<file path="config.mk">
export PLATFORM = sky130hd
export DESIGN_NAME = score_display
export DESIGN_NICKNAME = d
export VERILOG_FILES = /design/src/rtl/score_display.sv
export SDC_FILE = /design/constraint.sdc
export NUM_CORES = 1
export LEC_CHECK = 0
export BUFFER_PORTS_ARGS = -buffer_cell sky130_fd_sc_hd__buf_4
export CAP_MARGIN = 20
export CORE_ASPECT_RATIO = 0.5
export CORE_MARGIN = 5
export CORE_UTILIZATION = 56
export CTS_BUF_LIST = sky130_fd_sc_hd__clkbuf_4 sky130_fd_sc_hd__clkbuf_8
export CTS_CLUSTER_SIZE = 14
export DETAILED_ROUTE_END_ITERATION = 10
export GPL_ROUTABILITY_DRIVEN = 0
export PLACE_DENSITY = 0.78
export SETUP_SLACK_MARGIN = 0.2
export SLEW_MARGIN = 15
export SYNTH_ARGS = -nofsm -noshare
export SYNTH_HDL_FRONTEND = slang
export SYNTH_SLANG_ARGS = --single-unit
</file>
<file path="constraint.sdc">
create_clock -name clk -period 2.3 [get_ports clk]
set_clock_uncertainty 0.05 [all_clocks]
set_input_delay 0 -clock clk [delete_from_list [all_inputs] [get_ports clk]]
set_output_delay 0 -clock clk [all_outputs]
set_load 0.02 [all_outputs]
</file>
<file path="src/rtl/score_display.sv">
// Two-digit multiplexed 7-segment score display.
// Tear-free snapshot per scan frame, leading-zero blanking, game-over blink.
module score_display #(
   parameter int REFRESH_DIV = 1000,
   parameter int BLINK_DIV   = 5000000
) (
   input  logic       clk,
   input  logic       nRst,
   input  logic [3:0] bcd_ones,
   input  logic [3:0] bcd_tens,
   input  logic       isGameComplete,
   output logic [6:0] seg,
   output logic [1:0] an
);

   localparam int RW = (REFRESH_DIV > 2) ? $clog2(REFRESH_DIV) : 1;
   localparam int BW = (BLINK_DIV > 2) ? $clog2(BLINK_DIV) : 1;
   localparam logic [RW-1:0] RMAX = RW'(REFRESH_DIV - 1);
   localparam logic [BW-1:0] BMAX = BW'(BLINK_DIV - 1);

   localparam logic [0:0] SHOW_ONES = 1'b0;
   localparam logic [0:0] SHOW_TENS = 1'b1;

   logic [0:0]    state_q, state_d;
   logic [RW-1:0] rcnt_q, rcnt_d;
   logic [BW-1:0] bcnt_q, bcnt_d, bcnt_cur;
   logic          blink_q, blink_d, blink_cur;
   logic          gc_prev_q;
   logic          rise, blink_eff;
   logic [3:0]    ones_q, ones_d;
   logic [3:0]    tens_q, tens_d;
   logic [6:0]    seg_q, seg_d;
   logic [1:0]    an_q, an_d;

   function automatic logic [6:0] dec7(input logic [3:0] d);
      logic [6:0] r;
      case (d)
         4'd0:    r = 7'h3F;
         4'd1:    r = 7'h06;
         4'd2:    r = 7'h5B;
         4'd3:    r = 7'h4F;
         4'd4:    r = 7'h66;
         4'd5:    r = 7'h6D;
         4'd6:    r = 7'h7D;
         4'd7:    r = 7'h07;
         4'd8:    r = 7'h7F;
         4'd9:    r = 7'h6F;
         default: r = 7'h40;
      endcase
      return r;
   endfunction

   // Scan FSM; snapshot only when a full tens->ones frame boundary passes
   always_comb begin
      state_d = state_q;
      rcnt_d  = rcnt_q + RW'(1);
      ones_d  = ones_q;
      tens_d  = tens_q;
      if (rcnt_q == RMAX) begin
         rcnt_d = '0;
         if (state_q == SHOW_TENS) begin
            state_d = SHOW_ONES;
            ones_d  = bcd_ones;
            tens_d  = bcd_tens;
         end else begin
            state_d = SHOW_TENS;
         end
      end
   end

   always_comb begin
      rise      = isGameComplete & ~gc_prev_q;
      bcnt_cur  = rise ? '0 : bcnt_q;
      blink_cur = rise | blink_q;
      bcnt_d    = '0;
      blink_d   = 1'b1;
      if (isGameComplete) begin
         if (bcnt_cur == BMAX) begin
            bcnt_d  = '0;
            blink_d = ~blink_cur;
         end else begin
            bcnt_d  = bcnt_cur + BW'(1);
            blink_d = blink_cur;
         end
      end
   end

   // A falling edge of isGameComplete unblanks in the same cycle
   always_comb begin
      blink_eff = ~isGameComplete | rise | blink_q;
      an_d      = 2'b00;
      seg_d     = 7'h00;
      if (blink_eff) begin
         if (state_q == SHOW_ONES) begin
            an_d  = 2'b01;
            seg_d = dec7(ones_q);
         end else if (tens_q != 4'd0) begin
            an_d  = 2'b10;
            seg_d = dec7(tens_q);
         end
      end
   end

   always_ff @(posedge clk or negedge nRst) begin
      if (!nRst) begin
         state_q   <= SHOW_ONES;
         rcnt_q    <= '0;
         bcnt_q    <= '0;
         blink_q   <= 1'b1;
         gc_prev_q <= 1'b0;
         ones_q    <= 4'd0;
         tens_q    <= 4'd0;
         seg_q     <= 7'h00;
         an_q      <= 2'b00;
      end else begin
         state_q   <= state_d;
         rcnt_q    <= rcnt_d;
         bcnt_q    <= bcnt_d;
         blink_q   <= blink_d;
         gc_prev_q <= isGameComplete;
         ones_q    <= ones_d;
         tens_q    <= tens_d;
         seg_q     <= seg_d;
         an_q      <= an_d;
      end
   end

   assign seg = seg_q;
   assign an  = an_q;

endmodule

</file>
======== After elaboration in Yosys (flattened, before gate mapping) ========
Memories as Yosys holds them, arrays and structs flattened.
Index checks and enable logic that the tools add are counted.
cells by class
  muxes and demuxes ....................... 13
  bitwise operators ....................... 7
  add/subtract/negate cells ............... 2
  equal/unequal tests ..................... 2
  reductions and logical operators ........ 2
operator list
  operator                                       number
  2-to-1 mux 23 bit                              3
  adder 23 x 1 -> 23 bit, second input constant  1
  == test 23 bit, second input constant          1
  2-to-1 mux 7 bit                               3
  adder 10 x 1 -> 10 bit, second input constant  1
  == test 10 bit, second input constant          1
  2-to-1 mux 10 bit                              1
  2-to-1 mux 2 bit                               3
  nonzero test 4 bit                             1
  2-to-1 mux 1 bit                               3
  inverter 1 bit                                 3
  OR 1 bit                                       3
  AND reduction 2 bit                            1
  AND 1 bit                                      1
word-level totals
  output and inout bits ................... 9
  bits of input ports ..................... 11
  logic and storage cells ................. 37
  memory bits (read-only) ................. 224
  bits in registers ....................... 53
  memories ................................ 2
memories
  memory           depth  bits a word  rd ports  clocked after memory_dff  wr ports  line  RTL
  (no name shown)  16     7            1         0                         0         37    case (d)
  (no name shown)  16     7            1         0                         0         37

======== Depth between registers and ports, before layout ========
  depth in word-level cells ............... 6
  mapped depth ............................ 12
  mapped depth without buffers ............ 8

======== Least setup slack after synthesis ========
No wires, ideal clock.
  path type ............................... flip-flop to flip-flop
  start ................................... register gc_prev_q
  end ..................................... register bcnt_q[10]
  path slack .............................. -0.226 ns
  data required time ...................... 2.130 ns
  cell stages (with the launch flop) ...... 12
  period minus slack after synthesis ...... 2.526 ns
  library setup time ...................... 0.120 ns
  buffers on the path ..................... 3
  arrival time ............................ 2.356 ns
  path through ............................ dfrtp_1 -> nand2b_1 -> buf_2 -> and2_1 -> ha_1 -> and3_1 -> clkbuf_1 -> nand4_1 -> or4b_1 -> buf_6 -> nand3_4 -> nor2_1
on the way
  word-level cells in the longest chain between the ends .. 6
  elaborated cells on any way between the ends .. 7
  classes of those cells .................. 1 x add/sub; 1 x eq/ne; 3 x mux; 2 x bitwise
ends and longest elaborated chain
  what                                                      line    RTL
  start: declaration                                        28      logic gc_prev_q;
  start signal: assignment                                  120     gc_prev_q <= isGameComplete;
  inverter 1 bit (*)                                        72      rise = isGameComplete & ~gc_prev_q;
  AND 1 bit (*)                                             72
  2-to-1 mux 23 bit (*)                                     73      bcnt_cur = rise ? '0 : bcnt_q;
  adder 23 x 1 -> 23 bit or == test 23 bit (tied branches)  82, 78
  2-to-1 mux 23 bit (*)                                     78      if (bcnt_cur == BMAX) begin
  2-to-1 mux 23 bit (*)                                     77      if (isGameComplete) begin
  named net bcnt_d[10]                                      26      logic [BW-1:0] bcnt_q, bcnt_d, bcnt_cur;
  end signal: assignment                                    118     bcnt_q <= bcnt_d;
  end: declaration                                          26
Mark *: on every way through the listed nets, which the timed path passes. The rest lies on a longest branch.
A chain may end at the register's enable or synchronous reset.

======== Worst setup path after layout ========
  start ................................... register bcnt_q[15]
  end ..................................... register bcnt_q[13]
on the way
  word-level cells in the longest chain between the ends .. 4
ends and longest elaborated chain
  what                  line
  2-to-1 mux 23 bit     73
  == test 23 bit        78
  2-to-1 mux 23 bit     78
  2-to-1 mux 23 bit     77
  named net bcnt_d[13]  26
The timed path passes the listed nets, and every way through them passes these cells.

==> flow_summary.ini <==
[finish]
final_nets = 351
area_growth_pct = 22.9
drive_above_1_share_pct = 23.4
nFillCells = 350
diodes = 0
finalInstanceArea_sq_um = 3410

[die]
dieArea_sq_um = 6540
die_w_um = 110
ios = 20
dieHeight_um = 59.8
rows = 18
floorplan.initialDensity_pct = 57.0
core_area_sq_um = 4860

[global_routing]
grt_pass1_wl_um = 9490
antenna_found_initial = 0
grt_max_degree = 54
track_usage_pct = 18.4
overflow = 0
grt_pass1_vias = 2080

[placement]
post_dp_cell_area_sq_um = 3010
port_buffers = 19
dp_hpwl_um = 3660

[logic_synthesis]
ys_seq_elements = 53
syn-num-nets = 310
ys_types = 40
synthCells = 287
postSynthAreaPerCell_sq_um = 9.66
yosys-top-cells-area = dfrtp_1 (47%), nor2_1 (5.8%), ha_1 (5.4%)
synth_top_area_share_pct = 46.9
synth_seq_area_share_pct = 47.9
yosysTopAreaCell = dfrtp_1
syn_area_sq_um = 2770
ys_warn_count = 0

[cts]
clockBufferDepth = 2
htree_levels = 2
clkTransAtPathRegs_ns = 0.09
cts_tree = done
insertion_delay_ns = 0.30
cts.root.buffer_cell = clkbuf_8
cts_sinks = 53
numCtsBuffers = 5

[worst_setup_path]
cp-end-kind = register
cpPeakStageDelay_ns = 0.59
crit_slowest_cell = or4b_4
worstPathRequired_ns = 2.45
crit_chain = or4b_4 > nor2_1 > or4b_4 > nand3_4 > nor2_2
worst_ep_arrival_time_ns = 2.27
crit_fanout = 7
start_kind = register
crit_top_cell = or4b_4
crit_type = reg -> reg

[worst_hold_path]
hold_class = in -> async

[timing]
fmax_ghz = 0.471
fin_crit_sh_pct = 92.3
fin_crit_ns = 2.12
slew_violations = 0
max_slew_margin_pct = 56.2
hold_violations = 0
tns_ns = 0
setup_viol = 0
rsz0062_at_grt = yes
worst_pin_slew_ns = 0.657

[pwr]
finalPower_mw = 1.82
powerDensity_nw_per_um2 = 535
p_leak_nw = 1.42
peakVddDrop_v = 0.000343

[drt]
wire_per_inst_um = 14.7
drtIter0Drc = 106
ant_nets = 0
remaining_drc_errors = 0
viasPerCell = 5.50
firstDrtPassIters = 5
routed_wl_um = 5870
num_vias = 2193

[job]
maxCapViolCount = 0

[run_status]
status = completed
-- registers in the layout (all words and copies together) (netlist names) --
name and cells:
blink_q 1, ones_q 4, seg 7, state_q 1
rcnt_q 10, bcnt_q 23, tens_q 4, gc_prev_q 1
an 2
-- placed cells by master, fill, tap and decap left out, types with 6 or more instances in the layout --
cell type      synthesis  routed
nor2_2                 0      12
nand2_1               26      26
xor2_1                14      14
dfrtp_1               52      52
ha_1                  12      11
inv_1                  8       8
o21ai_0                6       6
buf_4                  0      29
clkbuf_8               0       6
nand4_1                9       9
nor2_1                43      30
mux2_2                 8       8
xnor2_1               13      13
dlygate4sd3_1          0      11
nor3_1                 8       8
a21oi_1               17      17
nand3_1               12      12
-- repair_timing --
action | in CTS | in global routing
hold endpoints to repair | 64 | 0
setup buffers | 0 | 8
pin swaps | 0 | 7
cloned | 0 | 2
endpoints found under the setup margin | 20 | 21
hold buffers | 11 | 0
resized for setup | 1 | 22
-- per-layer routing --
layer,global-route usage [%],routed length [um],vias to the layer above
met5,0,0,-
met4,3.20,29,0
met3,3.56,335,2
met2,31.9,2800,82
met1,24.7,2700,1044
li1,-,-,1065
-- power breakdown --
part / total (mW) / switching [mW] / internal (mW)
logic: 0.181 / 0.0963 / 0.0849
registers: 0.970 / 0.0177 / 0.952
clock network: 0.670 / 0.303 / 0.367
total: 1.82 / 0.417 / 1.40
-- kinds of logic (layout without fill, tap and decap cells) --
logic type / Yosys count / after routing / synth area share, %
AO/OA/AOI/OAI: 32 / 32 / 6.68
XOR/XNOR: 27 / 27 / 8.53
adder cells (fa/ha/maj): 12 / 12 / 5.42
buffers and inverters: 17 / 57 / 2.66
flip-flops: 53 / 53 / 47.9
multiplexers: 9 / 9 / 3.61
AND/OR/NAND/NOR: 137 / 139 / 25.2
-- Yosys cell counts, drive strengths merged --
| library cell | n |
|---|---|
| nand2b | 5 |
| a22o | 1 |
| a21oi | 17 |
| nand2 | 27 |
| o21ai | 6 |
| and3 | 4 |
| and2 | 6 |
| mux2 | 8 |
| xor2 | 14 |
| nor4 | 7 |
| nor2b | 4 |
| nor2 | 43 |
| nand4 | 9 |
| or2 | 2 |
| xnor2 | 13 |
| dfstp | 1 |
| o21a | 1 |
| and4 | 2 |
| inv | 8 |
| dfrtp | 52 |
| nor4b | 1 |
| ha | 12 |
| a221oi | 1 |
| or4 | 1 |
| mux2i | 1 |
| clkbuf | 6 |
| o21bai | 3 |
| or4b | 2 |
| buf | 3 |
| a211oi | 1 |
| o211ai | 1 |
| nand3 | 13 |
| nor3 | 8 |
| and4b | 1 |
| or3 | 2 |
| a22oi | 1 |
-- critical path: cells and delay by family (launching register included) --
kind | cells | cell delay (ns)
DFF | 1 | 0.46
and+or+nand+nor | 5 | 1.50
-- area by class of cell --
class	instances	area (sq um)	area share, %
multi-input cells	219	1500	44.1
clock inverters	1	30.0	0.881
repair buffers	41	339	9.95
clock buffers	7	90.1	2.64
inverters	8	30.0	0.881
well taps	70	87.6	2.57
flip-flops and latches	53	1330	39.0
-- path summary, 6_finish.rpt --
path	start	endpoint	slack [ns]	depth (start not counted)
max	bcnt_q[15]	bcnt_q[13]	0.18	5
min	nRst	ones_q[1]	0.21	2
max reg2reg	bcnt_q[15]	bcnt_q[13]	0.18	5
min reg2reg	rcnt_q[0]	rcnt_q[0]	0.41	1
max in group asynchronous	nRst	rcnt_q[7]	1.54	2
min in group clk	bcd_ones[0]	ones_q[0]	0.41	3
-- through the flow --
step / setup slack, ns / instances / hold WS [ns] / util (%)
after floorplan: 0.0924 / 287 / -0.346 / -
after global placement: 0.187 / 370 / 0.0132 / 61.8
after global routing: 0.102 / 399 / 0.297 / 70.0
after CTS: 0.209 / 389 / 0.236 / 66.6
after detailed placement: 0.156 / 370 / 0.0217 / 61.8
final: 0.178 / 399 / 0.209 / 70.0
No activity file was read; power rests on OpenSTA's default activity.
